[src/rtl/ah_func_pkg.sv]
// Shared types and constants for the ah_func stream wrapper.
// Holds the pipeline latency, float constants and a NaN classifier.
package ah_func_pkg;

    localparam int AH_FUNC_LATENCY = 52;

    typedef logic [31:0] fp32_t;

    localparam fp32_t FP_ZERO = 32'h0000_0000;
    localparam fp32_t FP_QNAN = 32'h7FC0_0000;

    // Any all-ones exponent with a non-zero mantissa is a NaN (quiet or signalling).
    function automatic logic fp32_is_nan(input fp32_t v);
        return (v[30:23] == FP_QNAN[30:23]) && (v[22:0] != 23'd0);
    endfunction

endpackage

[src/rtl/ah_stream_fifo.sv]
// First-word-fall-through FIFO with a registered head stage and an occupancy count.
// count covers both the RAM entries and the head register.
module ah_stream_fifo
    import ah_func_pkg::*;
#(
    parameter int DEPTH = 64,
    parameter int AW    = 6
) (
    input  logic          clk,
    input  logic          reset_n,
    input  logic          wr_en,
    input  logic [31:0]   wr_data,
    input  logic          rd_ready,
    output logic          rd_valid,
    output logic [31:0]   rd_data,
    output logic [AW:0]   count
);

    localparam logic [AW:0]   CNT_ONE = {{AW{1'b0}}, 1'b1};
    localparam logic [AW-1:0] PTR_ONE = {{(AW-1){1'b0}}, 1'b1};

    fp32_t           mem_q [DEPTH];
    logic [AW-1:0]   wr_ptr_q, wr_ptr_d;
    logic [AW-1:0]   rd_ptr_q, rd_ptr_d;
    logic [AW:0]     mem_cnt_q, mem_cnt_d;
    logic            head_vld_q, head_vld_d;
    fp32_t           head_q, head_d;
    logic            pop;
    logic            load;

    assign pop  = head_vld_q & rd_ready;
    // Refill the head whenever it is empty or being consumed this cycle.
    assign load = (mem_cnt_q != '0) & (~head_vld_q | rd_ready);

    always_comb begin
        wr_ptr_d   = wr_ptr_q;
        rd_ptr_d   = rd_ptr_q;
        mem_cnt_d  = mem_cnt_q;
        head_vld_d = head_vld_q;
        head_d     = head_q;
        if (wr_en) begin
            wr_ptr_d = wr_ptr_q + PTR_ONE;
        end
        if (load) begin
            rd_ptr_d   = rd_ptr_q + PTR_ONE;
            head_vld_d = 1'b1;
            head_d     = mem_q[rd_ptr_q];
        end else if (pop) begin
            head_vld_d = 1'b0;
        end
        case ({wr_en, load})
            2'b10:   mem_cnt_d = mem_cnt_q + CNT_ONE;
            2'b01:   mem_cnt_d = mem_cnt_q - CNT_ONE;
            default: mem_cnt_d = mem_cnt_q;
        endcase
    end

    always_ff @(posedge clk) begin
        if (wr_en) begin
            mem_q[wr_ptr_q] <= wr_data;
        end
    end

    always_ff @(posedge clk or negedge reset_n) begin
        if (!reset_n) begin
            wr_ptr_q   <= '0;
            rd_ptr_q   <= '0;
            mem_cnt_q  <= '0;
            head_vld_q <= 1'b0;
            head_q     <= FP_ZERO;
        end else begin
            wr_ptr_q   <= wr_ptr_d;
            rd_ptr_q   <= rd_ptr_d;
            mem_cnt_q  <= mem_cnt_d;
            head_vld_q <= head_vld_d;
            head_q     <= head_d;
        end
    end

    assign rd_valid = head_vld_q;
    assign rd_data  = head_q;
    assign count    = mem_cnt_q + {{AW{1'b0}}, head_vld_q};

endmodule

[src/rtl/ah_func_stream_ctrl.sv]
// Valid/ready wrapper around the stall-free ah_func pipeline with credit-based output buffering.
// Optional sticky NaN flag (err_nan/err_clr) enabled by defining AH_FUNC_NAN_FLAG_EN.
module ah_func_stream_ctrl
    import ah_func_pkg::*;
#(
    parameter int LATENCY    = AH_FUNC_LATENCY,
    parameter int FIFO_DEPTH = 64,
    parameter int AW         = 6
) (
    input  logic        clk,
    input  logic        reset_n,
    input  logic        in_valid,
    output logic        in_ready,
    input  logic [31:0] in_data,
    output logic [31:0] func_dataa,
    output logic [31:0] func_datab,
    input  logic [31:0] func_result,
    output logic        out_valid,
    input  logic        out_ready,
    output logic [31:0] out_data,
    output logic        busy
`ifdef AH_FUNC_NAN_FLAG_EN
    ,
    input  logic        err_clr,
    output logic        err_nan
`endif
);

    localparam logic [AW:0]   CNT_ONE = {{AW{1'b0}}, 1'b1};
    localparam logic [AW+1:0] CREDITS = (AW+2)'(FIFO_DEPTH);

    logic [LATENCY:0] vld_sr_q, vld_sr_d;
    fp32_t            func_dataa_q, func_dataa_d;
    logic [AW:0]      inflight_q, inflight_d;
    logic [AW:0]      fifo_count;
    logic             fire_in;
    logic             tap;

    // Every accepted sample reserves a FIFO slot up front, so a result can always be captured.
    assign in_ready = ({1'b0, inflight_q} + {1'b0, fifo_count}) < CREDITS;
    assign fire_in  = in_valid & in_ready;
    assign tap      = vld_sr_q[LATENCY];

    always_comb begin
        func_dataa_d = fire_in ? in_data : FP_ZERO;
        vld_sr_d     = {vld_sr_q[LATENCY-1:0], fire_in};
        case ({fire_in, tap})
            2'b10:   inflight_d = inflight_q + CNT_ONE;
            2'b01:   inflight_d = inflight_q - CNT_ONE;
            default: inflight_d = inflight_q;
        endcase
    end

    always_ff @(posedge clk or negedge reset_n) begin
        if (!reset_n) begin
            func_dataa_q <= FP_ZERO;
            vld_sr_q     <= '0;
            inflight_q   <= '0;
        end else begin
            func_dataa_q <= func_dataa_d;
            vld_sr_q     <= vld_sr_d;
            inflight_q   <= inflight_d;
        end
    end

    ah_stream_fifo #(
        .DEPTH (FIFO_DEPTH),
        .AW    (AW)
    ) u_fifo (
        .clk      (clk),
        .reset_n  (reset_n),
        .wr_en    (tap),
        .wr_data  (func_result),
        .rd_ready (out_ready),
        .rd_valid (out_valid),
        .rd_data  (out_data),
        .count    (fifo_count)
    );

    assign func_dataa = func_dataa_q;
    assign func_datab = FP_ZERO;
    assign busy       = (inflight_q != '0) | (fifo_count != '0) | out_valid;

`ifdef AH_FUNC_NAN_FLAG_EN
    logic err_nan_q;

    // Set wins over clear so a NaN landing in the clear cycle is not lost.
    always_ff @(posedge clk or negedge reset_n) begin
        if (!reset_n) begin
            err_nan_q <= 1'b0;
        end else if (tap && fp32_is_nan(func_result)) begin
            err_nan_q <= 1'b1;
        end else if (err_clr) begin
            err_nan_q <= 1'b0;
        end
    end

    assign err_nan = err_nan_q;
`endif

endmodule

[config.mk]
export PLATFORM = sky130hd
export DESIGN_NAME = ah_func_stream_ctrl
export DESIGN_NICKNAME = d
export VERILOG_FILES = /design/src/rtl/ah_func_pkg.sv /design/src/rtl/ah_stream_fifo.sv /design/src/rtl/ah_func_stream_ctrl.sv
export SDC_FILE = /design/constraint.sdc
export NUM_CORES = 2
export LEC_CHECK = 0
export ABC_CLOCK_PERIOD_IN_PS = 4500
export BUFFER_PORTS_ARGS = -buffer_cell sky130_fd_sc_hd__clkbuf_2
export CAP_MARGIN = 20
export CORE_ASPECT_RATIO = 1.5
export CORE_MARGIN = 1.5
export CORE_UTILIZATION = 30
export DETAILED_ROUTE_END_ITERATION = 16
export PLACE_DENSITY = 0.52
export SLEW_MARGIN = 30
export SYNTH_ARGS = -nofsm -noshare
export SYNTH_HDL_FRONTEND = slang
export SYNTH_SLANG_ARGS = --single-unit
[constraint.sdc]
create_clock -name clk -period 4.5 [get_ports clk]
set_input_delay 0.9 -clock clk [delete_from_list [all_inputs] [get_ports clk]]
set_output_delay 0.9 -clock clk [all_outputs]
set_load 0.1 [all_outputs]
==> impl_metrics.env <==
export IMPL_outcome="finished, final reports clean"
export IMPL_drt_initial_drc_count=3702
export IMPL_grt_pass1_vias=43064
export IMPL_r2r_cells=16
export IMPL_fin_skew_ns=0.08836
export IMPL_ir_drop_v=0.0005098
export IMPL_cts_sinks=2192
export IMPL_cp_buffers_inverters=2
export IMPL_grt_overflow=0
export IMPL_h_tree_depth=4
export IMPL_cts_tree="built"
export IMPL_tns_ns=0
export IMPL_syn_area_um2=84070
export IMPL_p_comb_share_pct=28.8
export IMPL_final_common_cell="edfxtp_1"
export IMPL_yosys_area_share_simple_pct=1.775
export IMPL_seq_power_share_pct=40.9
export IMPL_synth_area_top_cells="edfxtp_1, mux4_2, dfrtp_1"
export IMPL_final_hold_violation_count=0
export IMPL_fin_area_um2=97610
export IMPL_rsz0062_at_grt="no"
export IMPL_start_util_pct=30.23
export IMPL_gp_congestion=0.7866
export IMPL_finalWirelength_um=243400
export IMPL_routed_via_density=5.036
export IMPL_synth_top_family_by_area="multiplexers"
export IMPL_reg2reg_from="u_fifo.mem_cnt_q[2]"
export IMPL_grtUsageTotal_pct=16.84
export IMPL_dr_pass1_iters=6
export IMPL_area_growth_pct=16.10
export IMPL_final_cell_mix="edfxtp_1, mux4_2, mux2i_1, clkbuf_16, buf_4"
export IMPL_cp_required_ns=3.60
export IMPL_powerDensity_nw_per_um2=591.8
export IMPL_cpLargestDelayFamily="compound AO/OA/AOI/OAI gates"
export IMPL_avgSynthCellArea_um2=21.20
export IMPL_grt_pass1_wl_um=339300
export IMPL_p_int_w=0.03921
export IMPL_cp_max_fo=33
export IMPL_route_detailed_drc=0
export IMPL_start_kind="flip-flop"
export IMPL_hold_path_class="in2async"
export IMPL_nNetsFinal=4426
export IMPL_cp_cell_sequence="and3_1, nand4_1, xnor2_1, ha_1, a2111oi_0, o21a_1, buf_4, buf_12"
export IMPL_setup_violations=0
export IMPL_reg2reg_setup_slack_ns=0.34
export IMPL_synthCells=3965
export IMPL_synth_xor_area_share_pct=0.2709
export IMPL_port_buffers=134
export IMPL_die_x_um=435.2
export IMPL_slowest_delay_ns=0.47
export IMPL_power_switching_w=0.01856
export IMPL_path_class="reg2out"
export IMPL_fmax_ghz=0.2379
export IMPL_yosysUniqueCellTypes=60
export IMPL_clkTransAtPathRegs_ns=0.07
export IMPL_worst_setup_path_end_kind="output port"
export IMPL_synth_compound_area_share_pct=3.265
export IMPL_swShare_pct=32.12
export IMPL_rr_endpoint="inflight_q[6]"
export IMPL_postCtsSetupRepairBufs=0
export IMPL_clock_root_buffer="clkbuf_16"
export IMPL_synth_mux_area_share_pct=15.05
export IMPL_core_um2=278100
export IMPL_synth_edf_count=2048
export IMPL_die_h_um=651.4
export IMPL_ctsHoldBuffers=0
export IMPL_dp_hpwl_um=143200
export IMPL_grt_max_degree=95
export IMPL_drive_gt1_share_pct=26.18
export IMPL_dpl_cell_area_um2=90960
export IMPL_cts_buffers=205
export IMPL_leakage_nw=31.58
export IMPL_arrival_ns=3.30
export IMPL_power_frac_clock_pct=30.3
export IMPL_fp_dieArea_um2=283500
export IMPL_fin_crit_sh_pct=93.42
export IMPL_min_period_ns=4.204
export IMPL_ant_nets=0
export IMPL_netlist_top_cell_by_area="edfxtp_1"
export IMPL_rows=237
export IMPL_vias=41319
export IMPL_wl_per_cell_um=29.66
export IMPL_yosysWarnings=0
export IMPL_worst_pin_slew_ns=1.043
export IMPL_synth_fa_ha_area_share_pct=0.3750
export IMPL_maxSlewHeadroom_pct=30.29
export IMPL_insertion_delay_ns=0.89
export IMPL_boundaryPins=167
export IMPL_ys_async_sr_fraction_pct=6.569
export IMPL_synth_top_cell_area_share_pct=73.15
export IMPL_slowest_stage="dfrtp_1"
export IMPL_yosysSeqAreaShare_pct=77.44
export IMPL_drv_cap=0
export IMPL_synth_seq_cells=2192
export IMPL_antenna_found_initial=12
export IMPL_clockBufferDepth=4
export IMPL_finalMaxSlewViolations=0
export IMPL_synth_ff_type="edfxtp_1"
-- repair_timing --
item,CTS,global route
endpoints found under the setup margin,0,1
hold endpoints to repair,0,0
resized for setup,0,1
-- cell families after synthesis --
family	after synthesis
flip-flops	2192
multiplexers	756
AO/OA/AOI/OAI	382
AND/OR/NAND/NOR	315
buffers and inverters	269
XOR/XNOR	26
adder cells (fa/ha/maj)	24
other	1
-- how the worst max path moves through the flow --
stage,startpoint,to,slack (ns),depth (start not counted)
finish,u_fifo.mem_cnt_q[2],in_ready,0.30,8
floorplan,u_fifo.rd_valid,inflight_q[6],0.12,17
CTS,u_fifo.mem_cnt_q[1],in_ready,0.15,8
global route,u_fifo.mem_cnt_q[2],inflight_q[6],0.03,16
global placement,u_fifo.mem_cnt_q[1],inflight_q[6],0.18,16
detailed placement,u_fifo.mem_cnt_q[1],inflight_q[6],0.31,16
-- registers in the layout, indices dropped and copies added, names as in the netlist --
signal            cells
u_fifo.mem_q       2048
vld_sr_q             53
func_dataa           32
u_fifo.rd_data       32
inflight_q            7
u_fifo.mem_cnt_q      7
u_fifo.rd_ptr_q       6
u_fifo.wr_ptr_q       6
u_fifo.rd_valid       1
-- power groups by stage --
stage	Combinational (W)	Clock (W)	Sequential (W)
2_1_floorplan	0.0100	0	0.0248
3_3_place_gp	0.0169	0	0.0241
3_5_place_dp	0.0170	0	0.0241
4_1_cts	0.0170	0.0179	0.0237
5_1_grt	0.0175	0.0185	0.0237
6_report	0.0166	0.0175	0.0236
-- synth_stat cells (all sizes together), types with 3 or more instances --
master and instances:
a211oi 36, ha 22, xor2 9, mux2 18, o2111ai 6, or4 4, a32oi 8, xnor2 17
nand2b 13, nand4 9, and3 33, nor3 26, mux4 405, clkbuf 77, nand2 67, a31oi 6
buf 176, o21ai 62, o211ai 6, nand3b 3, nor2b 15, nor4 4, a221o 14, o221ai 38
o22ai 50, a21oi 40, dfrtp 144, o31ai 11, mux2i 333, edfxtp 2048, o21a 7, nand3 15
and2 6, a22oi 28, a221oi 29, nor2 113, a21o 3, inv 16, a2111oi 30
-- routing by layer --
layer / GRT usage, % / vias to the layer above / routed length [um]
met4: 5.929 / 12 / 8799
met1: 19.93 / 22638 / 93550
met2: 31.06 / 1141 / 129800
li1: - / 17164 / -
met5: 0 / - / 69
met3: 2.245 / 364 / 11140
-- final cells by class --
type	count	area [um2]
inverters	16	60.06
clock buffers	287	5756
well taps	3704	4634
multi-input cells	1535	18070
flip-flops and latches	2192	65120
clock inverters	82	877.1
diodes	5	12.51
fillers	25975	180500
repair buffers	384	3073
-- metrics by stage --
step / util [%] / hold slack, ns / instances / power [W] / worst slack, ns
2_1_floorplan: - / 0.3312 / 3996 / 0.03484 / 0.1170
3_3_place_gp: 32.70 / 0.3351 / 7831 / 0.04097 / 0.1782
3_5_place_dp: 32.70 / 0.3347 / 7831 / 0.04103 / 0.3083
4_1_cts: 35.09 / 0.07089 / 8200 / 0.05849 / 0.1513
5_1_grt: 35.09 / 0.1078 / 8201 / 0.05973 / 0.02958
6_report: 35.09 / 0.08336 / 8205 / 0.05777 / 0.2959
Power figures use the tool's default switching activity.
